**src/rtl/ascon_ctrl_pkg.sv**
```systemverilog
// Shared definitions for the Ascon serial sequencer: FSM encoding, default widths and
// the derived-width helpers used to size the load and read phases.
package ascon_ctrl_pkg;

  localparam int K_DEF   = 128;
  localparam int L_DEF   = 40;
  localparam int Y_DEF   = 104;
  localparam int T_DEF   = 128;
  localparam int NONCE_W = 128;

  typedef enum logic [3:0] {
    ST_IDLE,
    ST_CRST,
    ST_LOAD,
    ST_START,
    ST_WAIT,
    ST_GAP,
    ST_READ,
    ST_ABORT,
    ST_DONE
  } state_e;

  function automatic int max2(input int a, input int b);
    return (a > b) ? a : b;
  endfunction

  // Load length: longest of key, data, AD and the fixed-width nonce.
  function automatic int calc_max(input int k, input int y, input int l);
    return max2(max2(k, y), max2(l, NONCE_W));
  endfunction

  function automatic int calc_rd(input int y, input int t);
    return max2(y, t);
  endfunction

endpackage

```
**src/rtl/ascon_ctrl_shreg.sv**
```systemverilog
// MSB-first parallel-in serial-out shifter for one core input stream. Once the load
// index passes the stream width the register stops shifting, so the line holds bit 0.
module ascon_ctrl_shreg #(
  parameter int W  = 8,
  parameter int CW = 8
) (
  input  logic          clk,
  input  logic          rst,
  input  logic          load_i,
  input  logic          shift_i,
  input  logic [CW-1:0] idx_i,
  input  logic [W-1:0]  par_i,
  output logic          sdo_o
);

  logic [W-1:0] sr_q, sr_d;

  always_comb begin
    sr_d = sr_q;
    if (load_i) begin
      sr_d = par_i;
    end else if (shift_i && (idx_i < CW'(W - 1))) begin
      sr_d = {sr_q[W-2:0], 1'b0};
    end
  end

  always_ff @(posedge clk) begin
    if (rst) begin
      sr_q <= '0;
    end else begin
      sr_q <= sr_d;
    end
  end

  assign sdo_o = sr_q[W-1];

endmodule

```
**src/rtl/ascon_serial_ctrl.sv**
```systemverilog
// Job sequencer for the bit-serial Ascon AEAD core: reset, serial load, start, wait, capture.
// Optional macro ASCON_TAG_CHECK_EN adds the expected-tag port and the decrypt tag check.
module ascon_serial_ctrl
  import ascon_ctrl_pkg::*;
#(
  parameter int K         = K_DEF,
  parameter int L         = L_DEF,
  parameter int Y         = Y_DEF,
  parameter int T         = T_DEF,
  parameter int START_CYC = 4,
  parameter int GAP_CYC   = 4,
  parameter int TIMEOUT   = 4096
) (
  input  logic         clk,
  input  logic         rst,
  input  logic         req,
  input  logic         decrypt_in,
  input  logic [K-1:0] key_in,
  input  logic [127:0] nonce_in,
  input  logic [L-1:0] ad_in,
  input  logic [Y-1:0] data_in,
`ifdef ASCON_TAG_CHECK_EN
  input  logic [T-1:0] exp_tag_in,
`endif
  output logic         busy,
  output logic         done,
  output logic         err,
  output logic [Y-1:0] data_out,
  output logic [T-1:0] tag_out,
  output logic         tag_ok,
  output logic         core_rst,
  output logic         keyxSI,
  output logic         noncexSI,
  output logic         associated_dataxSI,
  output logic         output_dataxSI,
  output logic         ascon_startxSI,
  output logic         decrypt,
  input  logic         output_dataxSO,
  input  logic         tagxSO,
  input  logic         ascon_readyxSO
);

  localparam int MAX = calc_max(K, Y, L);
  localparam int RD  = calc_rd(Y, T);
  localparam int CW  = $clog2(max2(MAX, TIMEOUT) + 1);

  state_e         state_q, state_d;
  logic [CW-1:0]  cnt_q, cnt_d;
  logic           mode_q;
  logic           err_q, err_d;
  logic [Y-1:0]   data_q, data_d;
  logic [T-1:0]   tag_q, tag_d;
  logic [RD-1:0]  rd_hit;
  logic           accept, in_load;
  logic           key_bit, nonce_bit, ad_bit, data_bit;

  assign accept  = (state_q == ST_IDLE) && req;
  assign in_load = (state_q == ST_LOAD);

  ascon_ctrl_shreg #(.W(K), .CW(CW)) u_key (
    .clk(clk), .rst(rst), .load_i(accept), .shift_i(in_load), .idx_i(cnt_q),
    .par_i(key_in), .sdo_o(key_bit));
  ascon_ctrl_shreg #(.W(NONCE_W), .CW(CW)) u_nonce (
    .clk(clk), .rst(rst), .load_i(accept), .shift_i(in_load), .idx_i(cnt_q),
    .par_i(nonce_in), .sdo_o(nonce_bit));
  ascon_ctrl_shreg #(.W(L), .CW(CW)) u_ad (
    .clk(clk), .rst(rst), .load_i(accept), .shift_i(in_load), .idx_i(cnt_q),
    .par_i(ad_in), .sdo_o(ad_bit));
  ascon_ctrl_shreg #(.W(Y), .CW(CW)) u_data (
    .clk(clk), .rst(rst), .load_i(accept), .shift_i(in_load), .idx_i(cnt_q),
    .par_i(data_in), .sdo_o(data_bit));

  always_comb begin
    state_d = state_q;
    case (state_q)
      ST_IDLE:  if (req) state_d = ST_CRST;
      ST_CRST:  if (cnt_q == CW'(1)) state_d = ST_LOAD;
      ST_LOAD:  if (cnt_q == CW'(MAX - 1)) state_d = ST_START;
      ST_START: if (cnt_q == CW'(START_CYC - 1)) state_d = ST_WAIT;
      ST_WAIT: begin
        if (ascon_readyxSO) begin
          state_d = ST_GAP;
        end else if (cnt_q == CW'(TIMEOUT - 1)) begin
          state_d = ST_ABORT;
        end
      end
      ST_GAP:   if (cnt_q == CW'(GAP_CYC - 1)) state_d = ST_READ;
      ST_READ:  if (cnt_q == CW'(RD - 1)) state_d = ST_DONE;
      ST_ABORT: state_d = ST_DONE;
      ST_DONE:  state_d = ST_IDLE;
      default:  state_d = ST_IDLE;
    endcase
  end

  // Phase counter restarts on every state change and saturates instead of wrapping.
  always_comb begin
    if (state_d != state_q) begin
      cnt_d = '0;
    end else if (&cnt_q) begin
      cnt_d = cnt_q;
    end else begin
      cnt_d = cnt_q + 1'b1;
    end
  end

  genvar gi;
  generate
    for (gi = 0; gi < RD; gi++) begin : g_rd_hit
      assign rd_hit[gi] = (state_q == ST_READ) && (cnt_q == CW'(gi));
    end
  endgenerate

`ifdef ASCON_TAG_CHECK_EN
  logic [T-1:0] exp_q;
  logic         tag_ok_q, tag_ok_d;
`endif

  always_comb begin
    err_d  = err_q;
    data_d = (data_q & ~rd_hit[Y-1:0]) | ({Y{output_dataxSO}} & rd_hit[Y-1:0]);
    tag_d  = (tag_q & ~rd_hit[T-1:0]) | ({T{tagxSO}} & rd_hit[T-1:0]);
    if (accept) err_d = 1'b0;
    if (state_q == ST_ABORT) err_d = 1'b1;
`ifdef ASCON_TAG_CHECK_EN
    tag_ok_d = accept ? 1'b0 : tag_ok_q;
    // Unverified plaintext is never released: a failed check wipes the result.
    if ((state_q == ST_READ) && (state_d == ST_DONE) && mode_q) begin
      tag_ok_d = (tag_d == exp_q);
      if (!tag_ok_d) data_d = '0;
    end
`endif
  end

  always_ff @(posedge clk) begin
    if (rst) begin
      state_q <= ST_IDLE;
      cnt_q   <= '0;
      mode_q  <= 1'b0;
      err_q   <= 1'b0;
      data_q  <= '0;
      tag_q   <= '0;
    end else begin
      state_q <= state_d;
      cnt_q   <= cnt_d;
      err_q   <= err_d;
      data_q  <= data_d;
      tag_q   <= tag_d;
      if (accept) mode_q <= decrypt_in;
    end
  end

`ifdef ASCON_TAG_CHECK_EN
  always_ff @(posedge clk) begin
    if (rst) begin
      exp_q    <= '0;
      tag_ok_q <= 1'b0;
    end else begin
      tag_ok_q <= tag_ok_d;
      if (accept) exp_q <= exp_tag_in;
    end
  end
  assign tag_ok = tag_ok_q;
`else
  assign tag_ok = 1'b0;
`endif

  assign busy               = (state_q != ST_IDLE) && (state_q != ST_DONE);
  assign done               = (state_q == ST_DONE);
  assign err                = err_q;
  assign data_out           = data_q;
  assign tag_out            = tag_q;
  assign core_rst           = (state_q == ST_CRST) || (state_q == ST_ABORT);
  assign decrypt            = mode_q;
  assign ascon_startxSI     = (state_q == ST_START);
  assign keyxSI             = in_load & key_bit;
  assign noncexSI           = in_load & nonce_bit;
  assign associated_dataxSI = in_load & ad_bit;
  assign output_dataxSI     = in_load & data_bit;

endmodule

```
**config.mk**
```make
export PLATFORM = sky130hd
export DESIGN_NAME = ascon_serial_ctrl
export DESIGN_NICKNAME = d
export VERILOG_FILES = /design/src/rtl/ascon_ctrl_pkg.sv /design/src/rtl/ascon_ctrl_shreg.sv /design/src/rtl/ascon_serial_ctrl.sv
export SDC_FILE = /design/constraint.sdc
export NUM_CORES = 2
export LEC_CHECK = 0
export BUFFER_PORTS_ARGS = -buffer_cell sky130_fd_sc_hd__buf_2
export CORE_AREA = 2 2 255 257
export CTS_CLUSTER_SIZE = 16
export DETAILED_ROUTE_END_ITERATION = 10
export DIE_AREA = 0 0 257 259
export PLACE_DENSITY = 0.7
export SLEW_MARGIN = 20
export SYNTH_ARGS = -nofsm -noshare
export SYNTH_HDL_FRONTEND = slang
export SYNTH_HIERARCHICAL = 1
export SYNTH_SLANG_ARGS = --single-unit
```
**constraint.sdc**
```tcl
create_clock -name clk -period 3.8 [get_ports clk]
set_clock_uncertainty 0.15 [all_clocks]
set_input_delay 0.76 -clock clk [delete_from_list [all_inputs] [get_ports clk]]
set_output_delay 0.76 -clock clk [all_outputs]
set_load 0.005 [all_outputs]
```
# Word level (Yosys, flattened, before mapping)

Index checks and enable logic that the tools add are counted.

Eq/ne operators: 138
Multipliers: 0
Reduce and logical (&&, ||, !) cells: 143
Div/mod/pow operators: 0
Mux-type cells: 19
Shift-type cells: 0
Magnitude comparators: 3
Bitwise gates (word level): 12
Add/sub/neg operators: 1

Operators by type and width:

| kind                  | count |
|---|---|
| $eq 13x7->1 const B   | 64 |
| $mux 128              | 4 |
| $eq 13x6->1 const B   | 32 |
| $and 128x128->128     | 2 |
| $and 104x104->104     | 2 |
| $eq 13x5->1 const B   | 16 |
| $mux 104              | 2 |
| $logic_and 1x1->1     | 133 |
| $not 128->128         | 1 |
| $or 128x128->128      | 1 |
| $eq 13x4->1 const B   | 8 |
| $not 104->104         | 1 |
| $or 104x104->104      | 1 |
| $mux 40               | 2 |
| $eq 13x3->1 const B   | 4 |
| $mux 4                | 8 |
| $pmux 4 s8            | 1 |
| $eq 13x2->1 const B   | 2 |
| $lt 13x7->1 const B   | 2 |
| $eq 4x3->1 const B    | 4 |
| $add 13x1->13 const B | 1 |
| $eq 13x1->1 const B   | 1 |
| $eq 13x12->1 const B  | 1 |
| $logic_not 13->1      | 1 |
| 14 further kinds      | 22 |

Bits in registers: 651
Memories kept: 0
Output and inout bits: 243
Bits in writable memories: 0
Logic and storage cells: 326
Input port bits: 407
Bits in read-only memories: 0
Bits in latches: 0

# Longest topological paths before layout

Word-level depth: 6
Depth in mapped cells: 10
Depth with buffers taken out: 8

# Hierarchy

The synthesis kept the hierarchy.

By module, submodules not included:

| module                       | sequential area each (µm²) | area each (µm²) | instances | cells an instance |
|---|---|---|---|---|
| ascon_ctrl_shreg (u_key ...) | 2562.5                     | 6027.0          | 2         | 717 |
| ascon_serial_ctrl            | 5024.8                     | 10299.9         | 1         | 1354 |
| ascon_ctrl_shreg (u_data)    | 2082.0                     | 5017.3          | 1         | 585 |
| ascon_ctrl_shreg (u_ad)      | 800.8                      | 2511.2          | 1         | 299 |

# Worst setup path before layout

No wires, ideal clock.

Path kind: register -> register
From: reg state_q[3]
To: reg u_ad.sr_q[1]
Cell stages (with the launch flop): 7
Library setup time: 0.121 ns
Path slack: 1.015 ns
Data required time: 3.529 ns
Arrival: 2.514 ns
Period minus slack after synthesis: 2.785 ns
Buffers on the path: 2
Path through: dfxtp_1 > clkbuf_1 > nor4b_1 > or4b_1 > clkbuf_1 > o41ai_1 > mux2_2

Cells in the longest elaborated chain, start to end: 3
Elaborated cells on any way between the ends: 6
Those cells by class: eq/ne (1); mux (1); reduce/logical (4)

Ends and longest elaborated chain:

| what                               | line                     | RTL |
|---|---|---|
| start, declared                    | ascon_serial_ctrl.sv:47  | `state_e state_q, state_d;` |
| start signal, assigned             | ascon_serial_ctrl.sv:143 | `state_q <= state_d;` |
| $eq 4x2->1                         | ascon_serial_ctrl.sv:58  | `assign in_load = (state_q == ST_LOAD);` |
| named net in_load                  | ascon_serial_ctrl.sv:54  | `logic accept, in_load;` |
| $logic_and 1x1->1                  | ascon_ctrl_shreg.sv:22   | `end else if (shift_i && (idx_i < CW'(W - 1))) begin` |
| $reduce_bool 2->1 (no source line) | --                       |  |
| end signal, assigned               | ascon_ctrl_shreg.sv:31   | `sr_q <= sr_d;` |
| end, declared                      | ascon_ctrl_shreg.sv:16   | `logic [W-1:0] sr_q, sr_d;` |

The timed path passes the listed nets, and every way through them passes these cells.
A chain may end at the register's enable or synchronous reset.

# Worst setup path after layout

From: reg state_q[1]
To: reg u_nonce.sr_q[31]

Cells in the longest elaborated chain, start to end: 3
Elaborated cells on any way between the ends: 6
Those cells by class: eq/ne (1); mux (1); reduce/logical (4)

Ends and longest elaborated chain:

| what                               | line |
|---|---|
| $eq 4x2->1                         | ascon_serial_ctrl.sv:58 |
| named net in_load                  | ascon_serial_ctrl.sv:54 |
| $logic_and 1x1->1                  | ascon_ctrl_shreg.sv:22 |
| $reduce_bool 2->1 (no source line) | -- |
| end signal, assigned               | ascon_ctrl_shreg.sv:31 |
| end, declared                      | ascon_ctrl_shreg.sv:16 |

The timed path passes the listed nets, and every way through them passes these cells.

==> results.txt <==
- Final routed wire length divided by cell count: 18.72 µm
- Clock Tree Root: sky130_fd_sc_hd__clkbuf_16
* Boundary Pins: 650
* Post-cts resize count: 0
- The number of nets in the synthesized netlist is between 4k and 5k.
* Cell with the largest stage delay on the worst path: sky130_fd_sc_hd__o2111a_4
* CTS buffer count: just over 70
- The count of buffers added on input and output ports is between 600 and 700.
* Power density normalized to cell area: a little under 500 nW/µm²
- Clock Sink Count: roughly 650
- Along the worst path, the maximum fanout reaches 44.
- Worst path cell trace: nor4b_2, buf_4, nor4b_2, o2111a_4, buf_4, a21oi_1, a221oi_1
* Crit path arrival time: approximately 3500 ps
- Reg-to-reg endpoint: u_nonce/sr_q[31]
* Via count of the routed design: about 29k
* H-tree depth reported by CTS: 3
- The initial antenna violation count was 34.
- Vertical die dimension: roughly 260 µm
- The worst hold path belongs to the class primary input to flip-flop.
- After floorplanning, the core was divided into 93 placement rows.
- DRC violations left: 0
- Count of state elements after synthesis: between 600 and 700
- For the worst setup path, the data required time is just over 4000 ps.
* Fin crit period: around 3100 ps
* Gate count of the mapped netlist: between 3k and 4k
- Final weighted congestion of routability-driven global placement: roughly 0.88
- Setup repair after global routing left no endpoint under its margin.
* Antenna viol nets, final: 0
- Global routing finished with a remaining overflow of 0.
- CP peak stage delay: 670 ps
- Fin util: 56.24%
* Startpoint type of the worst setup path: flip-flop
- Setup Viol. Count Final: 0
- The path with the worst hold slack has its endpoint at u_ad/sr_q[14].
* Total power after layout: 17.36 mW
- Worst IR drop on VDD: around 0.49 mV
- Core region area: between 60000 and 70000 µm²
* Worst setup timing slack at the placement stage: a little under 700 ps
- The number of hold violations in the final report came to 0.
- TritonCTS built the clock tree.
* Total wirelength of the detailed-routed design: 94140 µm
- The die covers roughly 67000 µm².
* Most used flip-flop cell after synthesis: sky130_fd_sc_hd__dfxtp_1
- In this run the tightest slew margin relative to its limit is a little over a quarter.
- For flop-to-flop paths, the worst setup slack is 680 ps.
- Setup repair bufs after CTS: 0
- After filler insertion, the fill cell instance count of the layout stands at about 6k.
- Counting cells, the worst reg-to-reg path comes to 7.
- Layout Nets: ~4.5k
* Synth-to-Final Area Change: 20.23%
* Minimum hold slack: roughly 200 ps
- Clock latency on the worst-skew pair, taken at its later pin, is between 600 and 700 ps.
- Number of library cell types mapped by synthesis: 66
- At the pin with the least slew margin, the transition time is 1095 ps.
- Aggregate global-route resource usage: between 20% and 30%
- Setup slack after layout: ~680 ps
- The worst setup path is captured at a flip-flop.
* Count of hold buffers inserted by post-cts repair: 0
- In this run the deepest clock path goes through 3 buffers.
* Number of warnings printed during yosys synthesis: 6
- In the routed layout, each cell is associated on average with a via count of 5.715.
* Count of max-cap constraint violations: 0
* Pin count of the biggest net entering global routing: around 140
* Average size of a mapped cell: approximately 8.1 µm²
- Clock-pin transition on the worst setup and hold timing paths: approximately 60 ps
- Of all flip-flops after synthesis, the portion carrying an async set or reset was 0%.
- Maximum operating frequency: about 0.32 GHz
- For this block, the initial DRC count from the detailed router was roughly 2.9k.
- For this configuration, the core starts out at a cell density of between 40% and 50%.
* Sum Neg Setup Slack: 0 ps
- Mapped cell area: 29880 µm²
* Detailed placement HPWL: between 60000 and 70000 µm
- Leakage power summed over all cells: 15.03 nW
* Number of enable-type register cells in the synthesized netlist: 0
* Outcome: completed
- Max-slew violation count: 0
- The via count of the first global-routing pass is approximately 26k.
- The startpoint identified for the worst register-to-register timing path is state_q[1].
* Register area share after synthesis: between 40% and 50%
* Critical path start-end classification: flip-flop to flip-flop
- Fraction of layout cells with a size suffix above 1: 25.37%
- Die boundary width: around 260 µm
- Wire length of the first global-routing pass: around 140000 µm
- The worst hold path was traced through 3 stages.
- Detailed-router iteration count before antenna repair: 6
- Hold_sp: ad_in[14]
- Of the available clock period, the critical path in the final layout requires 82.12%.
-- where the power goes --
group,internal (mW),total [mW],switching [mW]
clock network,4.08,6.99,2.92
logic,1.06,2.66,1.60
registers,7.40,7.71,0.316
total,12.5,17.4,4.83
-- stage by stage --
step / area, µm² / std cells
2_1_floorplan: 29880 / 3672
3_3_place_gp: 33560 / 4890
3_5_place_dp: 33560 / 4890
4_1_cts: 35890 / 5014
5_1_grt: 35910 / 5023
6_report: 35930 / 5028
-- cell families after synthesis --
| logic type | count (synthesis) | synth area share (%) |
|---|---|---|
| AO/OA/AOI/OAI | 1164 | 28.23 |
| XOR/XNOR | 8 | 0.2345 |
| adder cells (fa/ha/maj) | 5 | 0.2094 |
| buffers and inverters | 706 | 10.11 |
| flip-flops | 651 | 43.61 |
| multiplexers | 13 | 0.4397 |
| other | 1 | 0.01255 |
| AND/OR/NAND/NOR | 1124 | 17.15 |
-- synth_stat cells (5+ instances only) --
master                      number  share of area, %
sky130_fd_sc_hd__nor3_1         82               1.4
sky130_fd_sc_hd__buf_2          51              0.85
sky130_fd_sc_hd__o41ai_1        30              0.88
sky130_fd_sc_hd__nor4_1         41              0.86
sky130_fd_sc_hd__nand3b_1        8              0.20
sky130_fd_sc_hd__nor2_1        120               1.5
sky130_fd_sc_hd__nand2b_1        7              0.15
sky130_fd_sc_hd__nand4_1        25              0.52
sky130_fd_sc_hd__mux2i_1        12              0.40
sky130_fd_sc_hd__clkbuf_1      272               3.4
sky130_fd_sc_hd__nor3b_1        40               1.0
sky130_fd_sc_hd__xor2_1          5              0.15
sky130_fd_sc_hd__o21ai_0       186               3.1
sky130_fd_sc_hd__a21oi_1       495               8.3
sky130_fd_sc_hd__buf_4          20              0.50
sky130_fd_sc_hd__inv_1         333               4.2
sky130_fd_sc_hd__a221oi_1      214               6.3
sky130_fd_sc_hd__buf_1           8              0.10
sky130_fd_sc_hd__ha_1            5              0.21
sky130_fd_sc_hd__nand2_1       633               8.0
sky130_fd_sc_hd__nand3_1        93               1.6
sky130_fd_sc_hd__o2111ai_1      41               1.2
sky130_fd_sc_hd__and2_1          7              0.15
sky130_fd_sc_hd__o41ai_2        10              0.54
sky130_fd_sc_hd__a221oi_2      110               5.5
sky130_fd_sc_hd__buf_12          6              0.40
sky130_fd_sc_hd__buf_6          12              0.45
sky130_fd_sc_hd__a21oi_2        60               1.8
sky130_fd_sc_hd__nor2b_1        39              0.82
sky130_fd_sc_hd__dfxtp_1       651                44
-- per-layer routing --
layer / part of all wire [%] / track usage [%] / vias to the layer above
met2: 46 / 42.61 / 1087
met3: 7.1 / 6.014 / 252
met4: 4.3 / 11.55 / 36
met5: 0.25 / 0 / -
li1: - / - / 13810
met1: 42 / 34.40 / 13550
-- area by class of cell --
| type | instances | area [µm²] | share of cell area, % |
|---|---|---|---|
| Clock inverter | 21 | 265.3 | 0.7383 |
| Timing Repair Buffer | 736 | 4269 | 11.88 |
| Multi-Input combinational cell | 2315 | 13930 | 38.77 |
| Sequential cell | 651 | 13030 | 36.27 |
| Inverter | 333 | 1257 | 3.500 |
| Tap cell | 855 | 1070 | 2.978 |
| Antenna cell | 14 | 35.03 | 0.09751 |
| Clock buffer | 103 | 2068 | 5.757 |
-- worst max-delay path: cells and delay by family, from the launching register on --
| kind | cells | cell delay, ps |
|---|---|---|
| AO/OA/AOI/OAI | 3 | 1060 |
| AND/OR/NAND/NOR | 2 | 680 |
| flip-flops | 1 | 510 |
| buffers and inverters | 2 | 590 |
-- placed cells by master, fill, tap and decap left out, types with 15 or more instances in the layout --
cell type                   instances
sky130_fd_sc_hd__o2111ai_1         39
sky130_fd_sc_hd__a21oi_1          495
sky130_fd_sc_hd__a221oi_2         110
sky130_fd_sc_hd__dfxtp_1          651
sky130_fd_sc_hd__buf_4             62
sky130_fd_sc_hd__clkbuf_16         72
sky130_fd_sc_hd__clkbuf_8          15
sky130_fd_sc_hd__nand3_1           93
sky130_fd_sc_hd__nor4_1            40
sky130_fd_sc_hd__nand4_1           25
sky130_fd_sc_hd__nor3_1            82
sky130_fd_sc_hd__nor3b_1           40
sky130_fd_sc_hd__nor2b_1           38
sky130_fd_sc_hd__o41ai_1           30
sky130_fd_sc_hd__clkbuf_1          16
sky130_fd_sc_hd__a21oi_2           60
sky130_fd_sc_hd__nor2_1           120
sky130_fd_sc_hd__a221oi_1         214
sky130_fd_sc_hd__inv_1            331
sky130_fd_sc_hd__buf_12            28
sky130_fd_sc_hd__o21ai_0          186
sky130_fd_sc_hd__nand2_1          633
sky130_fd_sc_hd__buf_2            645
-- how the worst max path moves through the flow --
stage	from	to	slack, ps	depth (start not counted)
2_1_floorplan	state_q[3]	u_ad/sr_q[1]	1020	6
3_3_place_gp	state_q[1]	u_nonce/sr_q[43]	790	7
3_5_place_dp	state_q[1]	u_nonce/sr_q[25]	670	7
4_1_cts	state_q[1]	u_nonce/sr_q[25]	670	7
5_1_grt	state_q[1]	u_nonce/sr_q[17]	380	7
6_report	state_q[1]	u_nonce/sr_q[31]	680	7
Power figures use the tool's default switching activity.
